### src/rtl/cpu_pkg.sv
// rtl/cpu_pkg.sv - shared core widths, reset PC and fetch FSM state encodings
package cpu_pkg;

    localparam int PC_W    = 8;
    localparam int INSTR_W = 16;

    localparam logic [7:0] RESET_PC = 8'h00;

    localparam logic [1:0] S_REQ  = 2'd0;
    localparam logic [1:0] S_WAIT = 2'd1;
    localparam logic [1:0] S_HOLD = 2'd2;
    localparam logic [1:0] S_DROP = 2'd3;

endpackage

### src/rtl/fetch_stage_if.sv
// rtl/fetch_stage_if.sv - instruction memory req/gnt/rvalid bus
interface fetch_stage_if #(
    parameter int PC_W    = cpu_pkg::PC_W,
    parameter int INSTR_W = cpu_pkg::INSTR_W
) ();
    import cpu_pkg::*;

    logic               imem_req;
    logic [PC_W-1:0]    imem_addr;
    logic               imem_gnt;
    logic               imem_rvalid;
    logic [INSTR_W-1:0] imem_rdata;

    modport master (
        output imem_req,
        output imem_addr,
        input  imem_gnt,
        input  imem_rvalid,
        input  imem_rdata
    );

    modport slave (
        input  imem_req,
        input  imem_addr,
        output imem_gnt,
        output imem_rvalid,
        output imem_rdata
    );

endinterface

### src/rtl/fetch_hold_buf.sv
// rtl/fetch_hold_buf.sv - one-entry {instr, pc} buffer parking a response during a decode stall
module fetch_hold_buf #(
    parameter int PC_W    = 8,
    parameter int INSTR_W = 16
) (
    input  logic               clk,
    input  logic               rst,
    input  logic               load_i,
    input  logic               unload_i,
    input  logic               clear_i,
    input  logic [INSTR_W-1:0] instr_i,
    input  logic [PC_W-1:0]    pc_i,
    output logic               valid_o,
    output logic [INSTR_W-1:0] instr_o,
    output logic [PC_W-1:0]    pc_o
);

    logic               valid_q;
    logic [INSTR_W-1:0] instr_q;
    logic [PC_W-1:0]    pc_q;

    // Clear/unload win over load so a redirect can never leave a stale entry behind.
    always_ff @(posedge clk or posedge rst) begin
        if (rst) begin
            valid_q <= 1'b0;
            instr_q <= '0;
            pc_q    <= '0;
        end else if (clear_i || unload_i) begin
            valid_q <= 1'b0;
        end else if (load_i) begin
            valid_q <= 1'b1;
            instr_q <= instr_i;
            pc_q    <= pc_i;
        end
    end

    assign valid_o = valid_q;
    assign instr_o = instr_q;
    assign pc_o    = pc_q;

endmodule

### src/rtl/fetch_stage.sv
// rtl/fetch_stage.sv - PC owner and single-outstanding instruction fetch feeding the IF/ID register
module fetch_stage #(
    parameter int              PC_W     = cpu_pkg::PC_W,
    parameter int              INSTR_W  = cpu_pkg::INSTR_W,
    parameter logic [PC_W-1:0] RESET_PC = PC_W'(cpu_pkg::RESET_PC)
) (
    input  logic               clk,
    input  logic               rst,
    input  logic               stall,
    input  logic               redirect_valid,
    input  logic [PC_W-1:0]    redirect_pc,
    fetch_stage_if.master      imem,
    output logic               if_id_valid,
    output logic [INSTR_W-1:0] if_id_instr,
    output logic [PC_W-1:0]    if_id_pc
);
    import cpu_pkg::*;

    logic [1:0]         state_q, state_d;
    logic [PC_W-1:0]    pc_q, pc_d;
    logic               if_id_valid_q, if_id_valid_d;
    logic [INSTR_W-1:0] if_id_instr_q, if_id_instr_d;
    logic [PC_W-1:0]    if_id_pc_q, if_id_pc_d;

    logic               hb_load, hb_unload, hb_clear, hb_valid;
    logic [INSTR_W-1:0] hb_instr;
    logic [PC_W-1:0]    hb_pc;

    fetch_hold_buf #(
        .PC_W    (PC_W),
        .INSTR_W (INSTR_W)
    ) u_hold_buf (
        .clk      (clk),
        .rst      (rst),
        .load_i   (hb_load),
        .unload_i (hb_unload),
        .clear_i  (hb_clear),
        .instr_i  (imem.imem_rdata),
        .pc_i     (pc_q),
        .valid_o  (hb_valid),
        .instr_o  (hb_instr),
        .pc_o     (hb_pc)
    );

    always_comb begin
        state_d       = state_q;
        pc_d          = pc_q;
        if_id_valid_d = stall ? if_id_valid_q : 1'b0;
        if_id_instr_d = if_id_instr_q;
        if_id_pc_d    = if_id_pc_q;
        hb_load       = 1'b0;
        hb_unload     = 1'b0;
        hb_clear      = 1'b0;

        if (redirect_valid) begin
            // A request already accepted for the old path must be drained in S_DROP.
            pc_d          = redirect_pc;
            if_id_valid_d = 1'b0;
            hb_clear      = 1'b1;
            case (state_q)
                S_REQ:   state_d = imem.imem_gnt    ? S_DROP : S_REQ;
                S_WAIT:  state_d = imem.imem_rvalid ? S_REQ  : S_DROP;
                S_HOLD:  state_d = S_REQ;
                default: state_d = imem.imem_rvalid ? S_REQ  : S_DROP;
            endcase
        end else begin
            case (state_q)
                S_REQ: begin
                    if (imem.imem_gnt) state_d = S_WAIT;
                end
                S_WAIT: begin
                    if (imem.imem_rvalid) begin
                        if (!stall) begin
                            if_id_valid_d = 1'b1;
                            if_id_instr_d = imem.imem_rdata;
                            if_id_pc_d    = pc_q;
                            pc_d          = pc_q + 1'b1;
                            state_d       = S_REQ;
                        end else begin
                            hb_load = 1'b1;
                            state_d = S_HOLD;
                        end
                    end
                end
                S_HOLD: begin
                    if (!stall && hb_valid) begin
                        if_id_valid_d = 1'b1;
                        if_id_instr_d = hb_instr;
                        if_id_pc_d    = hb_pc;
                        hb_unload     = 1'b1;
                        pc_d          = pc_q + 1'b1;
                        state_d       = S_REQ;
                    end
                end
                default: begin
                    if (imem.imem_rvalid) state_d = S_REQ;
                end
            endcase
        end
    end

    always_ff @(posedge clk or posedge rst) begin
        if (rst) begin
            state_q       <= S_REQ;
            pc_q          <= RESET_PC;
            if_id_valid_q <= 1'b0;
            if_id_instr_q <= '0;
            if_id_pc_q    <= '0;
        end else begin
            state_q       <= state_d;
            pc_q          <= pc_d;
            if_id_valid_q <= if_id_valid_d;
            if_id_instr_q <= if_id_instr_d;
            if_id_pc_q    <= if_id_pc_d;
        end
    end

    // Reset leaves state at S_REQ, so the request is masked while rst is held.
    assign imem.imem_req  = (state_q == S_REQ) && !rst;
    assign imem.imem_addr = pc_q;

    assign if_id_valid = if_id_valid_q;
    assign if_id_instr = if_id_instr_q;
    assign if_id_pc    = if_id_pc_q;

endmodule

### src/flat_wrapper.sv
// flat-port wrapper written by rule: the top's interface ports become plain ports
module fetch_stage_flat import cpu_pkg::*;
#(
    parameter int              PC_W     = cpu_pkg::PC_W,
    parameter int              INSTR_W  = cpu_pkg::INSTR_W,
    parameter logic [PC_W-1:0] RESET_PC = PC_W'(cpu_pkg::RESET_PC)
)
  (clk, rst, stall, redirect_valid, redirect_pc, if_id_valid, if_id_instr, if_id_pc, imem_imem_req, imem_imem_addr, imem_imem_gnt, imem_imem_rvalid, imem_imem_rdata);
  fetch_stage_if #(.PC_W(PC_W), .INSTR_W(INSTR_W)) imem_i ();
  input  logic clk;
  input  logic rst;
  input  logic stall;
  input  logic redirect_valid;
  input  logic [PC_W-1:0] redirect_pc;
  output logic if_id_valid;
  output logic [INSTR_W-1:0] if_id_instr;
  output logic [PC_W-1:0] if_id_pc;
  output wire logic [$bits(imem_i.imem_req)-1:0] imem_imem_req;
  output wire logic [$bits(imem_i.imem_addr)-1:0] imem_imem_addr;
  input wire logic [$bits(imem_i.imem_gnt)-1:0] imem_imem_gnt;
  input wire logic [$bits(imem_i.imem_rvalid)-1:0] imem_imem_rvalid;
  input wire logic [$bits(imem_i.imem_rdata)-1:0] imem_imem_rdata;
  assign imem_imem_req = imem_i.imem_req;
  assign imem_imem_addr = imem_i.imem_addr;
  assign imem_i.imem_gnt = imem_imem_gnt;
  assign imem_i.imem_rvalid = imem_imem_rvalid;
  assign imem_i.imem_rdata = imem_imem_rdata;
  fetch_stage #(.PC_W(PC_W), .INSTR_W(INSTR_W), .RESET_PC(RESET_PC)) u_core (.clk(clk), .rst(rst), .stall(stall), .redirect_valid(redirect_valid), .redirect_pc(redirect_pc), .imem(imem_i), .if_id_valid(if_id_valid), .if_id_instr(if_id_instr), .if_id_pc(if_id_pc));
endmodule
### config.mk
export PLATFORM = sky130hd
export DESIGN_NAME = fetch_stage_flat
export DESIGN_NICKNAME = d
export VERILOG_FILES = /design/src/rtl/cpu_pkg.sv /design/src/rtl/fetch_stage_if.sv /design/src/rtl/fetch_hold_buf.sv /design/src/rtl/fetch_stage.sv /design/src/flat_wrapper.sv
export SDC_FILE = /design/constraint.sdc
export NUM_CORES = 1
export LEC_CHECK = 0
export ABC_AREA = 1
export BUFFER_PORTS_ARGS = -buffer_cell sky130_fd_sc_hd__buf_2
export CORE_UTILIZATION = 49
export CTS_CLUSTER_SIZE = 12
export DETAILED_ROUTE_END_ITERATION = 8
export PLACE_DENSITY = 0.76
export SYNTH_ARGS = -nofsm -noshare
export SYNTH_HDL_FRONTEND = slang
export SYNTH_SLANG_ARGS = --single-unit
### constraint.sdc
create_clock -name clk -period 1.97 [get_ports clk]
set_input_delay 0.394 -clock clk [delete_from_list [all_inputs] [get_ports clk]]
set_output_delay 0.394 -clock clk [all_outputs]
set_load 0.05 [all_outputs]
Yosys cells after proc, flatten, opt, wreduce, memory -nomap -nowiden
Cells that the tools add are included.

word-level totals
  flip-flop bits (word level) = 60
  latch bits = 0
  RAM bits = 0
  memory bits (read-only) = 0
  input bits = 30
  output and inout bits = 34
  word-level logic and storage cells = 73
  memories kept = 0

operators by class
  $add $sub $neg = 1
  multiply operators = 0
  div/mod/pow operators = 0
  $lt $le $gt $ge = 0
  eq/ne operators = 9
  shift-type cells = 0
  muxes and demuxes = 39
  bitwise gates (word level) = 2
  reductions and logical operators = 14

operators by type and width
  kind                                                    count
  2-to-1 mux 8 bit                                        7
  2-to-1 mux 16 bit                                       3
  case mux 16 bit (2 select lines)                        1
  case mux 8 bit (2 select lines)                         2
  2-to-1 mux 2 bit                                        8
  2-to-1 mux 1 bit                                        15
  inequality test 3 bit (second input constant)           3
  adder 8 x 1 -> 8 bit (second input constant)            1
  AND reduction 4 bit                                     2
  case mux 2 bit (3 select lines)                         1
  AND reduction 5 bit                                     1
  inequality test 2 bit (second input constant)           2
  case mux 2 bit (2 select lines)                         1
  nonzero test 2 bit                                      2
  nonzero test 4 bit                                      1
  inequality test 3 x 2 -> 1 bit (second input constant)  1
  nonzero test 3 bit                                      1
  equality test 2 x 1 -> 1 bit (second input constant)    1
  equality test 2 bit (second input constant)             1
  logical AND 1 bit                                       2
  logical NOT 1 bit                                       2
  logical NOT 2 bit                                       1
  inequality test 2 x 1 -> 1 bit (second input constant)  1
  NOT 1 bit                                               2
  other kinds (3)                                         3

Depth between registers and ports, before layout
Gate-level depths: netlist of the first run.

  depth after elaboration = 8
  mapped depth = 10
  mapped depth without buffers = 10

Modules after synthesis
Synthesis of the first run repeated with hierarchy kept, for this count alone.

second synthesis, totals
  cell total of the unflattened synthesis = 363
  area total of the unflattened synthesis = 3154.3 um^2

modules (own cells, without submodules)
  module          instances  cells each  area an instance (um^2)  seq. area each (um^2)
  fetch_stage     1          254         2142.1                   875.8
  fetch_hold_buf  1          109         1012.2                   625.6

Worst setup path before layout of the first run
No wires, ideal clock.

  path kind = reg2out
  start = reg u_core.state_q[0]
  end = out imem_imem_req
  arrival = 1.359 ns
  required time = 1.576 ns
  slack = 0.217 ns
  cell stages (with the launch flop) = 5
  buffers on the path = 0
  cells stage by stage = dfrtp_1 > inv_1 > ha_1 > inv_1 > nor2_1

between the ends
  cells in the longest elaborated chain, start to end = 2

ends and longest elaborated chain
  item                    line                source
  from (decl)             fetch_stage.sv:19   logic [1:0] state_q, state_d;
  from (signal assigned)  fetch_stage.sv:110  state_q <= state_d;
  logical NOT 2 bit       fetch_stage.sv:119  assign imem.imem_req = (state_q == S_REQ) && !rst;
  logical AND 1 bit       fetch_stage.sv:119
  to (decl)               flat_wrapper.sv:18  output wire logic [$bits(imem_i.imem_req)-1:0] imem_imem_req;

Every way passes these cells.

Worst setup path after layout of the first run
Ends and elaborated chain as after synthesis.

==> metrics.cfg, run 1 <==
[finish]
fin_nets=465
area_delta_synth_final_pct=19.16
n_fill_cell=515
layout_common_cells=nand2_1 (123), o21ai_0 (67), buf_2 (63)
drive_gt1_share_pct=21.76
diodes=0
fin_util_pct=61.92
layout_commonest_cell=nand2_1

[logic_synthesis]
ys_types=22
synth_xor_area_share_pct=0.2988
yosys.area_share.simple_pct=21.85
netlist_area_um2=2932
ys_ff_latch=60
synth_top_family_by_area=simple AND/OR/NAND/NOR gates
synth_compound_area_share_pct=16.01
avgSynthCellArea_um2=7.966
seq_area_frac_synth_pct=51.22
yosysWarnings=0
synthAdderAreaFrac_pct=2.561
synthMuxAreaShare_pct=0
syn_inst=368
synth_nets=404

[detailed_routing]
antenna_left=0
drc=0
wire_per_inst_um=11.71
vias=2500
wl_mm=5.900
drtIter0Drc=132
viasPerCell=4.960
first_pass_iters=4

[worst_setup_path]
crit_cells=5
cp_common_cell=inv_1
slowest_stage=dfrtp_1
start_kind=flip-flop
critical_path_buf_inv_count=3
path_delay_family=buffers and inverters
cp_cell_sequence=inv_1 > ha_1 > inv_1 > nor2_1 > buf_2
cp-end-kind=output port
rr_worst_depth=8
cp_slowest_stage_delay_ns=0.41
cp_max_fo=4
required_ns=1.58
cp.arrival_ns=1.46
path_class=flip-flop to output port

[power]
ir_drop_v=0.001078
power.total_mw=6.353
powerDensity_nw_per_um2=1819
p_leak_nw=1.880

[place]
gp_congestion=0.8092
place.port_buffers=63
place_ws_ns=0.2985
dp_hpwl_mm=3.972

[floorplan]
initial_core_util_pct=51.96
die-area_um2=6296
io_pins=64
die_y_um=79.35
placementRows=27
core_um2=5642
dieWidth_um=79.35

[sta]
tightest_slew_ns=0.4555
clock_skew_ns=0.009741
slew_headroom_pct=69.63
fin_ws_ns=0.1121
setup-violations-final=0
slew_viol_final=0
fin_crit_sh_pct=94.31
hold_viol_final=0
max_freq_mhz=538.2
post-route-min-period_ns=1.858
fin_setup_tns_ns=0
rsz0062_at_grt=no

[global_route]
grt_max_degree=61
global_route.usage.met1_pct=27.56
grt.overflow.total=0
first_global_vias=2334
antenna_found_initial=0
gr-usage-met3_pct=5.517
busiest_layer=met2
grt_pass1_wl_mm=10.25
use_met2_pct=33.97
track_usage_pct=21.10

[flow_run]
maxCapViolCount=0

[cts]
clkTransAtPathRegs_ns=0.06
ctsResizeCount=0
clock-sinks=60
cts_tree=built
clk_latency_ns=0.33
postCtsSetupRepairBufs=0
htree_levels=3
clockBufferDepth=2
ctsHoldBuffers=0
cts_inserted_buffers=9
cts-root-buf=clkbuf_8

[status]
status=completed

[min_path]
holdCritPathClass=input pin to asynchronous set/reset pin

synth_stat cells:
cell type  number  area (um^2)
nand2_1       123        461.7
o21ai_0        67        335.3
dfrtp_1        60         1501
inv_1          32        120.1
o21ai_1        16        80.08
nand3_1        14        70.07
nor2_1         12        45.04
buf_2           6        30.03
clkbuf_1        6        22.52
ha_1            6        75.07
inv_2           4        15.01
o21ai_2         4        35.03
buf_6           3        33.78
nor3_1          3        15.01
a21oi_1         2        10.01
buf_4           2        15.01
nand4_1         2        12.51
or2_2           2        12.51
a21oi_2         1        8.760
nand4_2         1        12.51
nor2_4          1        11.26
xnor2_1         1        8.760
cells by family after synthesis:
logic type               after synthesis
AO/OA/AOI/OAI                         90
adder cells (fa/ha/maj)                6
XOR/XNOR                               1
buffers and inverters                 53
flip-flops                            60
AND/OR/NAND/NOR                      158
worst min-delay path, stage by stage:
cell and delay, ns:
buf_2 0.11, inv_2 0.06, buf_12 0.28
stage by stage:
| step | instance area, um^2 | std cells | hold slack [ns] |
|---|---|---|---|
| global route | 3493 | 504 | 0.1436 |
| detailed placement | 3303 | 490 | 0.4676 |
| finish | 3493 | 504 | 0.1201 |
| global placement | 3303 | 490 | 0.4610 |
| CTS | 3493 | 504 | 0.1354 |
| floorplan | 2932 | 368 | 0.4479 |
routing by layer:
layer / routed length, um / share of wire [%]
met2: 2587 / 44
met4: 59 / 1.0
met3: 269 / 4.6
met1: 2984 / 51
met5: 0 / 0
state kept, by name, summed over array words and instances (netlist names):
| register | count |
|---|---|
| u_core.u_hold_buf.instr_o | 16 |
| u_core.imem.imem_addr | 8 |
| u_core.state_q | 2 |
| u_core.if_id_pc | 8 |
| u_core.u_hold_buf.valid_o | 1 |
| u_core.if_id_valid | 1 |
| u_core.u_hold_buf.pc_o | 8 |
| u_core.if_id_instr | 16 |
cell type report:
type | instances | area, um^2 | area share (%)
sequential | 60 | 1501 | 42.98
multi-input combinational | 255 | 1194 | 34.17
timing repair buffer | 67 | 382.9 | 10.96
clock buffer | 12 | 155.1 | 4.441
inverter | 36 | 135.1 | 3.868
tap | 72 | 90.09 | 2.579
clock inverter | 2 | 35.03 | 1.003
worst paths after layout:
check                                 startpoint                       endpoint  slack, ns
max                            u_core.state_q[0]                  imem_imem_req       0.11
min in group clk             imem_imem_rdata[14]  u_core.u_hold_buf.instr_o[14]       0.33
min                                          rst              u_core.state_q[1]       0.12
max in group asynchronous                    rst   u_core.u_hold_buf.instr_o[5]       1.58
min reg2reg                u_core.if_id_instr[5]          u_core.if_id_instr[5]       0.48
max reg2reg                    u_core.state_q[1]             u_core.if_id_pc[5]       0.29
power breakdown:
| part | internal [mW] | leakage, nW | switching, mW |
|---|---|---|---|
| clock | 0.638 | 0.0983 | 0.447 |
| sequential | 1.81 | 0.755 | 0.371 |
| combinational | 0.833 | 1.03 | 2.25 |
(Power assumes the default switching activity.)
==> inputs of run 2 (changes only) <==
--- a/config.mk
+++ b/config.mk
@@ -5,7 +5,6 @@
 export SDC_FILE = /design/constraint.sdc
 export NUM_CORES = 1
 export LEC_CHECK = 0
-export ABC_AREA = 1
 export BUFFER_PORTS_ARGS = -buffer_cell sky130_fd_sc_hd__buf_2
 export CORE_UTILIZATION = 49
 export CTS_CLUSTER_SIZE = 12
==> metrics.cfg, run 2 <==
[status]
status=completed

[floorplan]
placementRows=28  ; +3.7%
die-area_um2=6482  ; +2.9%
core_um2=5921  ; +4.9%
io_pins=64  ; unchanged
initial_core_util_pct=51.01  ; -0.95 points
dieWidth_um=80.51  ; +1.5%
die_y_um=80.51  ; +1.5%

[cts]
clkTransAtPathRegs_ns=0.07  ; about the same
ctsHoldBuffers=0  ; unchanged
cts_tree=built
clockBufferDepth=2  ; unchanged
clk_latency_ns=0.33  ; about the same
cts_inserted_buffers=9  ; unchanged
clock-sinks=60  ; unchanged
htree_levels=3  ; unchanged
cts-root-buf=clkbuf_8

[finish]
layout_common_cells=buf_2 (62), dfrtp_1 (60), nor2_1 (31)
area_delta_synth_final_pct=24.28
drive_gt1_share_pct=37.82  ; +16 points
layout_commonest_cell=buf_2
fin_util_pct=63.40  ; +1.5 points
fin_nets=381  ; -18%
diodes=0  ; unchanged

[global_route]
grt_max_degree=49  ; -20%
first_global_vias=2232  ; -4.4%
grt.overflow.total=0  ; unchanged
antenna_found_initial=0  ; unchanged
grt_pass1_wl_mm=10.34  ; +0.95%
track_usage_pct=21.10  ; about the same

[flow_run]
maxCapViolCount=0  ; unchanged

[detailed_routing]
wire_per_inst_um=15.26  ; +30%
vias=2338  ; -6.5%
wl_met3_um=269  ; unchanged
first_pass_iters=5  ; +1
wl_mm=6.471  ; +9.7%
drtIter0Drc=137  ; +3.8%
dr.max_layer_used=met4
viasPerCell=5.514  ; +11%
met1_length_mm=2.890  ; -3.2%
met2_wirelength_mm=3.212  ; +24%
antenna_left=0  ; unchanged
drc=0  ; unchanged

[place]
place_ws_ns=0.1371  ; -0.1615 ns
gp_congestion=0.8482  ; +4.8%
dp_hpwl_mm=4.228  ; +6.4%
place.port_buffers=63  ; unchanged

[sta]
rsz0062_at_grt=yes
max_freq_mhz=534.1  ; -0.77%
tightest_slew_ns=0.5032  ; +0.04771 ns
hold_viol_final=0  ; unchanged
fin_crit_sh_pct=95.04  ; +0.73 points
fin_setup_tns_ns=0  ; unchanged
clock_skew_ns=0.009352  ; -0.0003883 ns
setup-violations-final=0  ; unchanged
post-route-min-period_ns=1.872  ; +0.01444 ns
hold_slack_ns=0.09522  ; -0.02492 ns
fin_ws_ns=0.09763  ; -0.01444 ns
slew_headroom_pct=66.40  ; -3.2 points
slew_viol_final=0  ; unchanged

[worst_setup_path]
path_delay_family=compound AO/OA/AOI/OAI gates
path_class=flip-flop to flip-flop
slowest_stage=a2111oi_4
cp.arrival_ns=2.13  ; +0.67 ns
cp_max_fo=24  ; +20
cp_slowest_stage_delay_ns=0.44  ; +0.03 ns
cp-end-kind=flip-flop
start_kind=flip-flop
cp_cell_sequence=inv_1 > ha_2 > o21bai_4 > a2111oi_4 > buf_6 > nor2_1 > a21oi_1
required_ns=2.23  ; +0.65 ns
critical_path_buf_inv_count=2  ; -1

[logic_synthesis]
avgSynthCellArea_um2=11.02  ; +38%
async_flop_share_pct=100.0  ; unchanged
yosysWarnings=0  ; unchanged
ys_types=44  ; +100%
ys_ff_latch=60  ; unchanged
seq_area_frac_synth_pct=49.71  ; -1.5 points
netlist_area_um2=3020  ; +3.0%
synth_ff_type=dfrtp_1
synth.most_common_cell=dfrtp_1
synth_nets=310  ; -23%
synth_area_leaders=dfrtp_1 (50%), mux2_2 (8.2%), mux2i_1 (8.0%), nor2_1 (3.9%), a21oi_1 (3.3%)
synth_top_area_share_pct=49.71  ; -1.5 points
synth_common_cells=dfrtp_1 (60), nor2_1 (31), mux2i_1 (24)
synth_edf_count=0  ; unchanged
yosysTopAreaCell=dfrtp_1
syn_inst=274  ; -26%

[power]
power.total_mw=6.999  ; +10%
ir_drop_v=0.001481  ; +37%
powerDensity_nw_per_um2=1865  ; +2.5%
p_leak_nw=1.664  ; -12%

[min_path]
holdCritPathClass=input pin to asynchronous set/reset pin

-- run 2: cell types whose count changed after synthesis, sizes merged, moves of 3 or more --
cell | before | now
nor3b | 0 | 3
inv | 36 | 7
mux2i | 0 | 24
mux2 | 0 | 22
clkbuf | 6 | 3
nand2 | 123 | 7
a31oi | 0 | 3
nor2 | 13 | 31
o311ai | 0 | 4
nor2b | 0 | 8
a21oi | 3 | 30
o21ai | 87 | 8
-- run 2: path summary, 6_finish.rpt --
| path | startpoint | end | slack, ns | depth (start not counted) |
|---|---|---|---|---|
| worst min register to register | u_core.u_hold_buf.pc_o[4] | u_core.u_hold_buf.pc_o[4] | 0.48 | 2 |
| max in group asynchronous | rst | u_core.u_hold_buf.pc_o[4] | 1.31 | 3 |
| worst min-delay path | rst | u_core.u_hold_buf.valid_o | 0.1 | 2 |
| worst max register to register | u_core.state_q[1] | u_core.if_id_instr[4] | 0.1 | 7 |
| worst max-delay path | u_core.state_q[1] | u_core.if_id_instr[4] | 0.1 | 7 |
| min in group clk | redirect_pc[0] | u_core.imem.imem_addr[0] | 0.27 | 3 |
-- run 2: cells by family after synthesis --
group	count (synthesis)	synth area share, %
AOI/OAI and AO/OA	60	14.25
adders and majority gates	6	2.485
buffers and inverters	24	4.474
DFF	60	49.71
muxes	46	16.16
and+or+nand+nor	78	12.92
-- run 2: area by class of cell --
class | count | area [um^2]
fillers | 494 | 2167
flip-flops and latches | 60 | 1501
multi-input cells | 190 | 1395
repair buffers | 76 | 461.7
clock buffers | 11 | 151.4
clock inverters | 4 | 120.1
well taps | 75 | 93.84
inverters | 8 | 30.03
-- run 2: routing by layer --
metal,track usage (%),up-vias
met5,0,-
met4,7.857,0
met3,4.318,8
met2,34.75,61
met1,27.23,1149
li1,-,1120
-- run 2: what timing repair did --
action	in CTS	in global routing
hold endpoints to repair	0	0
setup endpoints to repair	0	7
buffers inserted	0	0
resized for setup	0	6
-- run 2: report_power, final --
part | switching [mW] | leakage [nW] | total [mW] | internal, mW
Clock | 0.478 | 0.136 | 1.51 | 1.03
Combinational | 2.19 | 0.830 | 3.31 | 1.12
Sequential | 0.372 | 0.698 | 2.18 | 1.81
Total | 3.04 | 1.66 | 7.00 | 3.96
-- run 2: through the flow --
stage          cells  area, um^2
2_1_floorplan    274        3020
3_3_place_gp     408        3455
3_5_place_dp     408        3455
4_1_cts          423        3726
5_1_grt          424        3754
6_report         424        3754
==> inputs of run 3 (changes only) <==
--- a/config.mk
+++ b/config.mk
@@ -6,10 +6,11 @@
 export NUM_CORES = 1
 export LEC_CHECK = 0
 export BUFFER_PORTS_ARGS = -buffer_cell sky130_fd_sc_hd__buf_2
-export CORE_UTILIZATION = 49
-export CTS_CLUSTER_SIZE = 12
+export CORE_UTILIZATION = 45
+export CTS_CLUSTER_SIZE = 14
 export DETAILED_ROUTE_END_ITERATION = 8
-export PLACE_DENSITY = 0.76
+export PLACE_DENSITY = 0.7
 export SYNTH_ARGS = -nofsm -noshare
 export SYNTH_HDL_FRONTEND = slang
 export SYNTH_SLANG_ARGS = --single-unit
+export TNS_END_PERCENT = 5
==> metrics.cfg, run 3 (same netlist as run 2, synthesis figures left out) <==
[floorplan]
die_y_um=83.93  ; +4.2%
io_pins=64  ; unchanged
core_um2=6422  ; +8.5%
initial_core_util_pct=47.03  ; -4.0 points
placementRows=29  ; +3.6%
dieWidth_um=83.93  ; +4.2%
die-area_um2=7043  ; +8.7%

[power]
powerDensity_nw_per_um2=1775  ; -4.8%
ir_drop_v=0.001092  ; -26%
power.total_mw=6.493  ; -7.2%
seqPwrFrac_pct=33.6  ; +2.5 points
power_switching_mw=3.083  ; +1.4%
p_leak_nw=1.606  ; -3.4%
power.share.clock_pct=15.0  ; -6.6 points
p_int_mw=3.410  ; -14%
p_comb_share_pct=51.4  ; +4.1 points
swShare_pct=47.48  ; +4.1 points

[min_path]
holdCritPathClass=input pin to asynchronous set/reset pin

[worst_setup_path]
required_ns=1.58  ; -0.65 ns
cp-end-kind=output port
r2r_start=u_core.state_q[0]
rr_worst_depth=7  ; unchanged
reg2reg_to=u_core.state_q[1]
start_kind=flip-flop
path_class=flip-flop to output port
cp.arrival_ns=1.49  ; -0.64 ns
cp_max_fo=5  ; -79%
rrSetupSlack_ns=0.11  ; about the same

[status]
status=finished, violations left
violations=design-rule violations

[global_route]
track_usage_pct=19.25  ; -1.9 points
grt_pass1_wl_mm=10.56  ; +2.1%
first_global_vias=2226  ; -0.27%
grt_max_degree=36  ; -27%
antenna_found_initial=0  ; unchanged
grt.overflow.total=0  ; unchanged

[place]
dp_hpwl_mm=4.437  ; +4.9%
place.port_buffers=63  ; unchanged
dp_cells=410  ; +0.49%
place_ws_ns=0.04813  ; -0.08892 ns
gp_congestion=0.7977  ; -6.0%

[finish]
fin_cells=427  ; +0.71%
fin_nets=381  ; unchanged
area_delta_synth_final_pct=21.13
drive_gt1_share_pct=38.86  ; +1.0 points
layout_common_cells=buf_2 (62), dfrtp_1 (60), nor2_1 (30)
diodes=0  ; unchanged
layout_commonest_cell=buf_2

[detailed_routing]
wl_mm=6.388  ; -1.3%
drc=5  ; +5
antenna_left=0  ; unchanged
vias=2344  ; +0.26%
wire_per_inst_um=14.96  ; -2.0%
drtIter0Drc=131  ; -4.4%
viasPerCell=5.489  ; -0.45%
first_pass_iters=6  ; +1

[cts]
cts-root-buf=clkbuf_8
htree_levels=3  ; unchanged
clock-sinks=60  ; unchanged
clk_latency_ns=0.33  ; about the same
clockBufferDepth=2  ; unchanged
cts_inserted_buffers=9  ; unchanged
cts_tree=built
clkTransAtPathRegs_ns=0.07  ; about the same

[sta]
slew_headroom_pct=70.74  ; +4.3 points
hold_viol_final=0  ; unchanged
setup-violations-final=0  ; unchanged
fin_ws_ns=0.08527  ; -0.01236 ns
post-route-min-period_ns=1.885  ; +0.01236 ns
hold_slack_ns=0.1324  ; +0.03719 ns
clock_skew_ns=0.009001  ; -0.0003511 ns
rsz0062_at_grt=yes
max_freq_mhz=530.6  ; -0.66%
fin_crit_sh_pct=95.67  ; +0.63 points
tightest_slew_ns=0.4388  ; -0.06437 ns
slew_viol_final=0  ; unchanged

[flow_run]
maxCapViolCount=0  ; unchanged

==> run 3: changes by cell type in the layout (fill, tap and decap cells not counted), moves of 2 or more <==
cell	delta
bufinv_16	-4
clkbuf_8	-2
clkinv_4	+3
clkinvlp_4	+3
==> run 3: power groups by stage <==
stage	combinational, mW	clock (mW)	sequential (mW)
2_1_floorplan	1.59	0	3.15
4_1_cts	3.30	1.01	2.18
3_5_place_dp	3.29	0	2.19
3_3_place_gp	3.21	0	2.18
6_report	3.34	0.976	2.18
5_1_grt	3.59	1.07	2.26
==> run 3: worst max-delay path by stage <==
stage | start | end | slack (ns) | cells after the start
4_1_cts | u_core.state_q[1] | u_core.if_id_pc[5] | 0.03 | 7
3_3_place_gp | u_core.state_q[0] | u_core.imem.imem_addr[4] | 0.18 | 7
5_1_grt | u_core.state_q[1] | u_core.if_id_instr[2] | -0.02 | 8
3_5_place_dp | u_core.state_q[1] | u_core.if_id_pc[3] | 0.05 | 7
6_report | u_core.state_q[0] | imem_imem_req | 0.09 | 5
2_1_floorplan | rst | u_core.if_id_instr[0] | 0.09 | 1
==> run 3: critical path, stage by stage, from the launching register on <==
cell and delay (ns):
dfrtp_1 0.41, inv_1 0.09, buf_4 0.13, ha_2 0.21, nor2b_2 0.16, buf_6 0.16
==> run 3: per-stage QoR <==
step	cell area [um^2]	setup TNS [ns]	utilization [%]
3_5_place_dp	3445	0	53.63
5_1_grt	3659	-0.01861	56.96
3_3_place_gp	3445	0	53.63
6_report	3659	0	56.96
4_1_cts	3625	0	56.44
2_1_floorplan	3020	0	-
==> run 3: cell type report <==
class,instances,area (um^2)
timing repair buffer,76,447.9
sequential,60,1501
multi-input combinational,190,1405
fill,556,2764
clock buffer,9,123.9
tap,77,96.34
inverter,8,30.03
clock inverter,7,53.80
==> run 3: layer usage <==
metal | track usage, % | share of wire, %
met5 | 0 | 0
met4 | 8.621 | 1.6
met3 | 6.231 | 6.5
met2 | 28.91 | 46
met1 | 25.39 | 46
==> run 3: timing repair <==
| item | CTS | global route |
|---|---|---|
| hold buffers | 0 | 0 |
| gates resized for setup | 1 | 9 |
| setup buffers | 0 | 1 |
| pin swaps | 0 | 1 |
| endpoints found under the hold margin | 0 | 0 |
| setup endpoints to repair | 1 | 26 |
